==> src/rtl/lsu_pkg.sv <==
// Shared encodings and helpers for the load/store unit.
`timescale 1ns/1ps
package lsu_pkg;

  // Access size encodings
  localparam logic [1:0] SZ_BYTE = 2'b00;
  localparam logic [1:0] SZ_HALF = 2'b01;
  localparam logic [1:0] SZ_WORD = 2'b10;
  localparam logic [1:0] SZ_RSVD = 2'b11;

  // FSM state encodings
  typedef logic [2:0] state_t;
  localparam state_t ST_IDLE   = 3'd0;
  localparam state_t ST_WR     = 3'd1;
  localparam state_t ST_RD     = 3'd2;
  localparam state_t ST_RDLAST = 3'd3;
  localparam state_t ST_DONE   = 3'd4;

  // Number of byte transactions for an access size (0 for reserved)
  function automatic logic [2:0] byte_count(input logic [1:0] size);
    case (size)
      SZ_BYTE: byte_count = 3'd1;
      SZ_HALF: byte_count = 3'd2;
      SZ_WORD: byte_count = 3'd4;
      default: byte_count = 3'd0;
    endcase
  endfunction

endpackage

==> src/rtl/load_extend.sv <==
// Sign/zero extension of right-justified load bytes to 32 bits.
`timescale 1ns/1ps
module load_extend
  import lsu_pkg::*;
(
  input  logic [1:0]  size,
  input  logic        sign_ext,
  input  logic [31:0] bytes_in,
  output logic [31:0] result_c
);

  // Extend from the top bit of the sized value
  always_comb begin
    result_c = bytes_in;
    case (size)
      SZ_BYTE: result_c = {{24{sign_ext & bytes_in[7]}}, bytes_in[7:0]};
      SZ_HALF: result_c = {{16{sign_ext & bytes_in[15]}}, bytes_in[15:0]};
      default: result_c = bytes_in;
    endcase
  end

endmodule

==> src/rtl/load_store_unit.sv <==
// Byte-serial, big-endian load/store initiator between MEM stage and data memory.
`timescale 1ns/1ps
module load_store_unit
  import lsu_pkg::*;
#(
  parameter int unsigned ADDR_WIDTH  = 32,
  parameter bit          CHECK_ALIGN = 1'b1
)(
  input  logic                  clk,
  input  logic                  rst_n,
  input  logic                  req,
  input  logic                  we,
  input  logic [1:0]            size,
  input  logic                  signExt,
  input  logic [ADDR_WIDTH-1:0] address,
  input  logic [31:0]           writeData,
  output logic                  busy,
  output logic                  done,
  output logic                  err,
  output logic [31:0]           readData,
  output logic [ADDR_WIDTH-1:0] memAddr,
  output logic [7:0]            memWriteData,
  output logic                  memRead,
  output logic                  memWrite,
  input  logic [7:0]            memReadData
);

  state_t                state_q, state_d;
  logic [1:0]            cnt_q, cnt_d;
  logic [1:0]            size_q, size_d;
  logic                  sext_q, sext_d;
  logic [31:0]           wsh_q, wsh_d;
  logic [23:0]           rsh_q, rsh_d;

  logic                  busy_d, done_d, err_d, mem_read_d, mem_write_d;
  logic [ADDR_WIDTH-1:0] mem_addr_d;
  logic [7:0]            mem_wdata_d;
  logic [31:0]           read_data_d;

  logic [2:0]            req_n_c;
  logic                  reject_c;
  logic [31:0]           wr_align_c;
  logic [1:0]            last_idx_c;
  logic [31:0]           ext_c;

  // Request decode: byte count, rejection, store data left-aligned so the first byte sits at [31:24]
  assign req_n_c    = byte_count(size);
  assign reject_c   = (size == SZ_RSVD) ||
                      (CHECK_ALIGN && (((size == SZ_HALF) && address[0]) ||
                                       ((size == SZ_WORD) && (address[1:0] != 2'b00))));
  assign wr_align_c = writeData << {3'd4 - req_n_c, 3'b000};
  assign last_idx_c = 2'(byte_count(size_q) - 3'd1);

  load_extend u_load_extend (
    .size     (size_q),
    .sign_ext (sext_q),
    .bytes_in ({rsh_q, memReadData}),
    .result_c (ext_c)
  );

  // Next-state and next-output logic
  always_comb begin
    state_d     = state_q;
    cnt_d       = cnt_q;
    size_d      = size_q;
    sext_d      = sext_q;
    wsh_d       = wsh_q;
    rsh_d       = rsh_q;
    done_d      = 1'b0;
    err_d       = 1'b0;
    mem_read_d  = 1'b0;
    mem_write_d = 1'b0;
    mem_addr_d  = memAddr;
    mem_wdata_d = memWriteData;
    read_data_d = readData;

    case (state_q)
      ST_IDLE: begin
        if (req) begin
          size_d = size;
          sext_d = signExt;
          cnt_d  = 2'd0;
          rsh_d  = 24'd0;
          if (reject_c) begin
            state_d = ST_DONE;
            done_d  = 1'b1;
            err_d   = 1'b1;
          end else if (we) begin
            state_d     = ST_WR;
            mem_write_d = 1'b1;
            mem_addr_d  = address;
            mem_wdata_d = wr_align_c[31:24];
            wsh_d       = wr_align_c << 8;
          end else begin
            state_d    = ST_RD;
            mem_read_d = 1'b1;
            mem_addr_d = address;
          end
        end
      end
      ST_WR: begin
        if (cnt_q == last_idx_c) begin
          state_d = ST_DONE;
          done_d  = 1'b1;
        end else begin
          cnt_d       = cnt_q + 2'd1;
          mem_write_d = 1'b1;
          mem_addr_d  = memAddr + ADDR_WIDTH'(1);
          mem_wdata_d = wsh_q[31:24];
          wsh_d       = wsh_q << 8;
        end
      end
      ST_RD: begin
        if (cnt_q != 2'd0) begin
          rsh_d = {rsh_q[15:0], memReadData};
        end
        if (cnt_q == last_idx_c) begin
          state_d = ST_RDLAST;
        end else begin
          cnt_d      = cnt_q + 2'd1;
          mem_read_d = 1'b1;
          mem_addr_d = memAddr + ADDR_WIDTH'(1);
        end
      end
      ST_RDLAST: begin
        state_d     = ST_DONE;
        done_d      = 1'b1;
        read_data_d = ext_c;
      end
      ST_DONE: begin
        state_d = ST_IDLE;
      end
      default: begin
        state_d = ST_IDLE;
      end
    endcase

    busy_d = (state_d != ST_IDLE);
  end

  // State and registered outputs, synchronous active-low reset
  always_ff @(posedge clk) begin
    if (!rst_n) begin
      state_q      <= ST_IDLE;
      cnt_q        <= 2'd0;
      size_q       <= 2'd0;
      sext_q       <= 1'b0;
      wsh_q        <= 32'd0;
      rsh_q        <= 24'd0;
      busy         <= 1'b0;
      done         <= 1'b0;
      err          <= 1'b0;
      readData     <= 32'd0;
      memAddr      <= '0;
      memWriteData <= 8'd0;
      memRead      <= 1'b0;
      memWrite     <= 1'b0;
    end else begin
      state_q      <= state_d;
      cnt_q        <= cnt_d;
      size_q       <= size_d;
      sext_q       <= sext_d;
      wsh_q        <= wsh_d;
      rsh_q        <= rsh_d;
      busy         <= busy_d;
      done         <= done_d;
      err          <= err_d;
      readData     <= read_data_d;
      memAddr      <= mem_addr_d;
      memWriteData <= mem_wdata_d;
      memRead      <= mem_read_d;
      memWrite     <= mem_write_d;
    end
  end

endmodule

==> config.mk <==
export PLATFORM = sky130hd
export DESIGN_NAME = load_store_unit
export DESIGN_NICKNAME = d
export VERILOG_FILES = /design/src/rtl/lsu_pkg.sv /design/src/rtl/load_extend.sv /design/src/rtl/load_store_unit.sv
export SDC_FILE = /design/constraint.sdc
export NUM_CORES = 1
export LEC_CHECK = 0
export BUFFER_PORTS_ARGS = -buffer_cell sky130_fd_sc_hd__buf_2
export CORE_UTILIZATION = 40
export CTS_BUF_LIST = sky130_fd_sc_hd__clkbuf_4
export DETAILED_ROUTE_END_ITERATION = 8
export PLACE_DENSITY_LB_ADDON = 0.12
export SYNTH_ARGS = -nofsm -noshare
export SYNTH_HDL_FRONTEND = slang
export SYNTH_SLANG_ARGS = --single-unit
==> constraint.sdc <==
create_clock -name clk -period 2.6 [get_ports clk]
set_clock_uncertainty 0.05 [all_clocks]
set_input_delay 0.26 -clock clk [delete_from_list [all_inputs] [get_ports clk]]
set_output_delay 0.26 -clock clk [all_outputs]
set_load 0.02 [all_outputs]
==> results.yml <==
place:
  gp_congestion: 0.8214
  input_output_buffers: 155
  dpl-instance-area_mm2: 0.007300
  detailed_placement_wirelength_estimate_mm: 12.85
  place_worst_setup_slack_ns: 0.3949
sta:
  fmaxAchievable_mhz: 446.0
  fin_setup_tns_ns: 0
  finish_stage_setup_viols: 0
  worst_setup_margin_ns: 0.3579
  drv_slew: 0
  final_hold_viol_count: 0
  relSlewSlack: 0.5094
  rsz0062_at_grt: "no"
  max_slew.worst_pin.slew_ns: 0.7324
  layout_worst_path_cycle_share: 0.8624
  post-route-min-period_ns: 2.242
  timing.hold.ws_ns: 0.05127
setup_path:
  crit_arrival_ns: 2.63
  start_kind: "flop"
  critical_path_class: "reg2reg"
  critPathRequiredTime_ns: 2.98
  worstPathMaxFanout: 39
  worstSetupEndpointType: "flop"
pwr:
  power.static_leakage_uw: 0.003142
  p_per_area_mw_per_mm2: 546.7
  worst_ir_drop_vdd_mv: 0.2936
yosys:
  synthDistinctLibCells: 65
  synth-async-reset-ratio: 0
  synth.yosys.warnings: 0
  postSynthCellCount: 804
  synth.yosys.seq_area_share: 0.4233
  synth_enable_flop_cells: 0
  number_of_synthesized_register_bits: 133
  synthesis.area_mm2: 0.006290
  syn_avg_cell_area_um2: 7.823
  synth-main-ff-cell: "dfxtp_1"
  postSynthNetCount: 885
finish:
  finished_core_util: 0.5202
  final.fill_count: 1562
  flow.area_growth_from_synthesis_pct: 26.20
  total_number_of_nets_in_the_final_design: 1062
  final_area_mm2: 0.007938
  post_route_cells_drive_above_1_share: 0.2377
route:
  first_iter_violations: 547
  drt_drc_violations_left: 0
  routed_wire_per_std_cell_um: 15.88
  detailroute.via_count: 6636
  detail-route-antenna-nets: 0
  first_pass_iters: 5
  drt-total-wl_mm: 19.15
  vias_per_cell: 5.502
die:
  die-width_um: 127.4
  initial_utilization: 0.4122
  num_io_pins: 156
  design.die.area_mm2: 0.01623
  core_area_mm2: 0.01526
  core.rowCount: 45
  floorplan.die.height_um: 127.4
global_route:
  grt_util_all_layers: 0.2394
  grt_overflow: 0
  antenna_found_initial: 3
  first_global_vias: 5942
  largest_net_degree_at_the_start_of_global_routing: 48
  grt_first_pass_wirelength_mm: 31.02
clock_network:
  cts_buffers: 17
  clock_pin_slew_of_the_registers_on_the_worst_case_setup_and_hold_paths_ns: 0.12
  cts_num_sinks: 133
  clk_latency_ns: 0.54
  cts_max_path_buffers: 2
  tritoncts: "done"
  ctsHtreeMaxLevel: 4
  cts-root-buf: "clkbuf_4"
outcome:
  status: "completed"
min_path:
  hold_path_class: "in2reg"
run:
  drv.max_cap_violation_count: 0
==> timing repair <==
| item | 4_1_cts | 5_1_grt |
|---|---|---|
| setup buffers | 0 | 0 |
| hold buffers | 40 | 0 |
| endpoints found under the hold margin | 49 | 0 |
| resized for setup | 0 | 0 |
| endpoints found under the setup margin | 0 | 0 |
==> sequential cells by signal, indices dropped and copies added, names as in the netlist <==
| register | cells |
|---|---|
| err | 1 |
| rsh_q | 24 |
| memWrite | 1 |
| wsh_q | 24 |
| sext_q | 1 |
| readData | 32 |
| cnt_q | 2 |
| done | 1 |
| memAddr | 32 |
| memWriteData | 8 |
| busy | 1 |
| state_q | 3 |
| size_q | 2 |
| memRead | 1 |
==> Yosys cell counts, drive strengths merged, types with 2 or more instances <==
| cell | number | area share |
|---|---|---|
| and4 | 3 | 0.0042 |
| or4 | 2 | 0.0024 |
| nand4 | 6 | 0.0060 |
| ha | 2 | 0.0040 |
| a31oi | 7 | 0.0070 |
| or3 | 3 | 0.0030 |
| nand3b | 9 | 0.011 |
| o21ai | 34 | 0.028 |
| o22ai | 6 | 0.0070 |
| nor2b | 3 | 0.0030 |
| nor3b | 2 | 0.0024 |
| o21a | 3 | 0.0036 |
| a211oi | 5 | 0.0068 |
| o221ai | 3 | 0.0042 |
| nor2 | 38 | 0.023 |
| dfxtp | 133 | 0.42 |
| inv | 6 | 0.0036 |
| nor3 | 17 | 0.015 |
| a21oi | 114 | 0.091 |
| o211ai | 28 | 0.033 |
| nor4 | 5 | 0.0050 |
| mux2i | 12 | 0.019 |
| o32ai | 5 | 0.0070 |
| o2111ai | 3 | 0.0042 |
| nand2 | 152 | 0.091 |
| o31ai | 2 | 0.0024 |
| o221a | 9 | 0.016 |
| or2 | 2 | 0.0020 |
| and3 | 7 | 0.0070 |
| nand2b | 3 | 0.0030 |
| o31a | 3 | 0.0042 |
| nand3 | 66 | 0.053 |
| a41oi | 3 | 0.0042 |
| o22a | 2 | 0.0028 |
| and2 | 6 | 0.0060 |
| clkbuf | 39 | 0.023 |
| buf | 31 | 0.026 |
| a22oi | 3 | 0.0036 |
| a311oi | 10 | 0.014 |
==> final cells by class <==
| class | instances | area, µm² | share of cell area |
|---|---|---|---|
| Sequential cell | 133 | 2663 | 0.3354 |
| Multi-Input combinational cell | 594 | 3298 | 0.4155 |
| Inverter | 7 | 26.28 | 0.003310 |
| Clock inverter | 12 | 90.09 | 0.01135 |
| Timing Repair Buffer | 228 | 1449 | 0.1825 |
| Clock buffer | 19 | 142.6 | 0.01797 |
| Antenna cell | 2 | 5.005 | 0.0006305 |
| Tap cell | 211 | 264.0 | 0.03326 |
==> final timing paths <==
kind | from | slack (ns) | end | cells past startpoint
worst max-delay path | size_q[0] | 0.36 | memAddr[26] | 6
worst min-delay path | address[16] | 0.05 | memAddr[16] | 3
worst max register to register | size_q[0] | 0.36 | memAddr[26] | 6
worst min register to register | wsh_q[9] | 0.41 | wsh_q[9] | 2
==> power by group <==
part | total (µW) | internal (µW) | switching [µW]
registers | 2230 | 2130 | 97.5
clock network | 1230 | 472 | 756
logic | 881 | 347 | 534
total | 4340 | 2950 | 1390
==> through the flow <==
step,std cells,power (µW)
finish,1206,4339
global route,1206,4575
CTS,1204,4372
detailed placement,1133,3104
global placement,1133,3104
floorplan,804,2811
==> cells in the final DEF, fill, tap and decap left out, types with 6 or more instances in the layout <==
| cell type | n |
|---|---|
| o221a_2 | 9 |
| nand2_1 | 152 |
| a31oi_1 | 7 |
| a21oi_1 | 114 |
| dfxtp_1 | 133 |
| o211ai_1 | 28 |
| nand3_1 | 66 |
| nand3b_1 | 9 |
| o21ai_0 | 32 |
| nand4_1 | 6 |
| dlygate4sd3_1 | 40 |
| nor2_1 | 37 |
| nor3_1 | 15 |
| buf_2 | 155 |
| mux2i_1 | 12 |
| and3_1 | 7 |
| buf_4 | 31 |
| inv_1 | 6 |
| a311oi_1 | 10 |
| clkbuf_4 | 19 |
==> worst max-delay path: stages, from the launching register on <==
cell and delay (ns):
dfxtp_1 0.43, nor4bb_1 0.30, a311o_1 0.44, o21a_1 0.19
buf_4 0.37, a21oi_1 0.09, o221a_2 0.26
==> per-layer routing <==
| layer | vias up | GRT usage | wire length, µm |
|---|---|---|---|
| li1 | 3288 | - | - |
| met1 | 3127 | 0.3480 | 9508 |
| met2 | 201 | 0.3526 | 8314 |
| met4 | 2 | 0.07353 | 225 |
| met3 | 18 | 0.04983 | 1087 |
| met5 | - | 0 | 10 |
==> cell families (layout without fill, tap and decap cells) <==
logic type | after synthesis | after routing | synth area share
and+or+nand+nor | 327 | 327 | 0.2423
AOI/OAI and AO/OA | 252 | 252 | 0.2564
DFF | 133 | 133 | 0.4233
buffers and inverters | 77 | 266 | 0.05351
muxes | 12 | 12 | 0.01910
adders and majority gates | 2 | 2 | 0.003978
xor gates and xnor gates | 1 | 1 | 0.001393
other | 0 | 2 | 0
No activity file was read; power rests on OpenSTA's default activity.
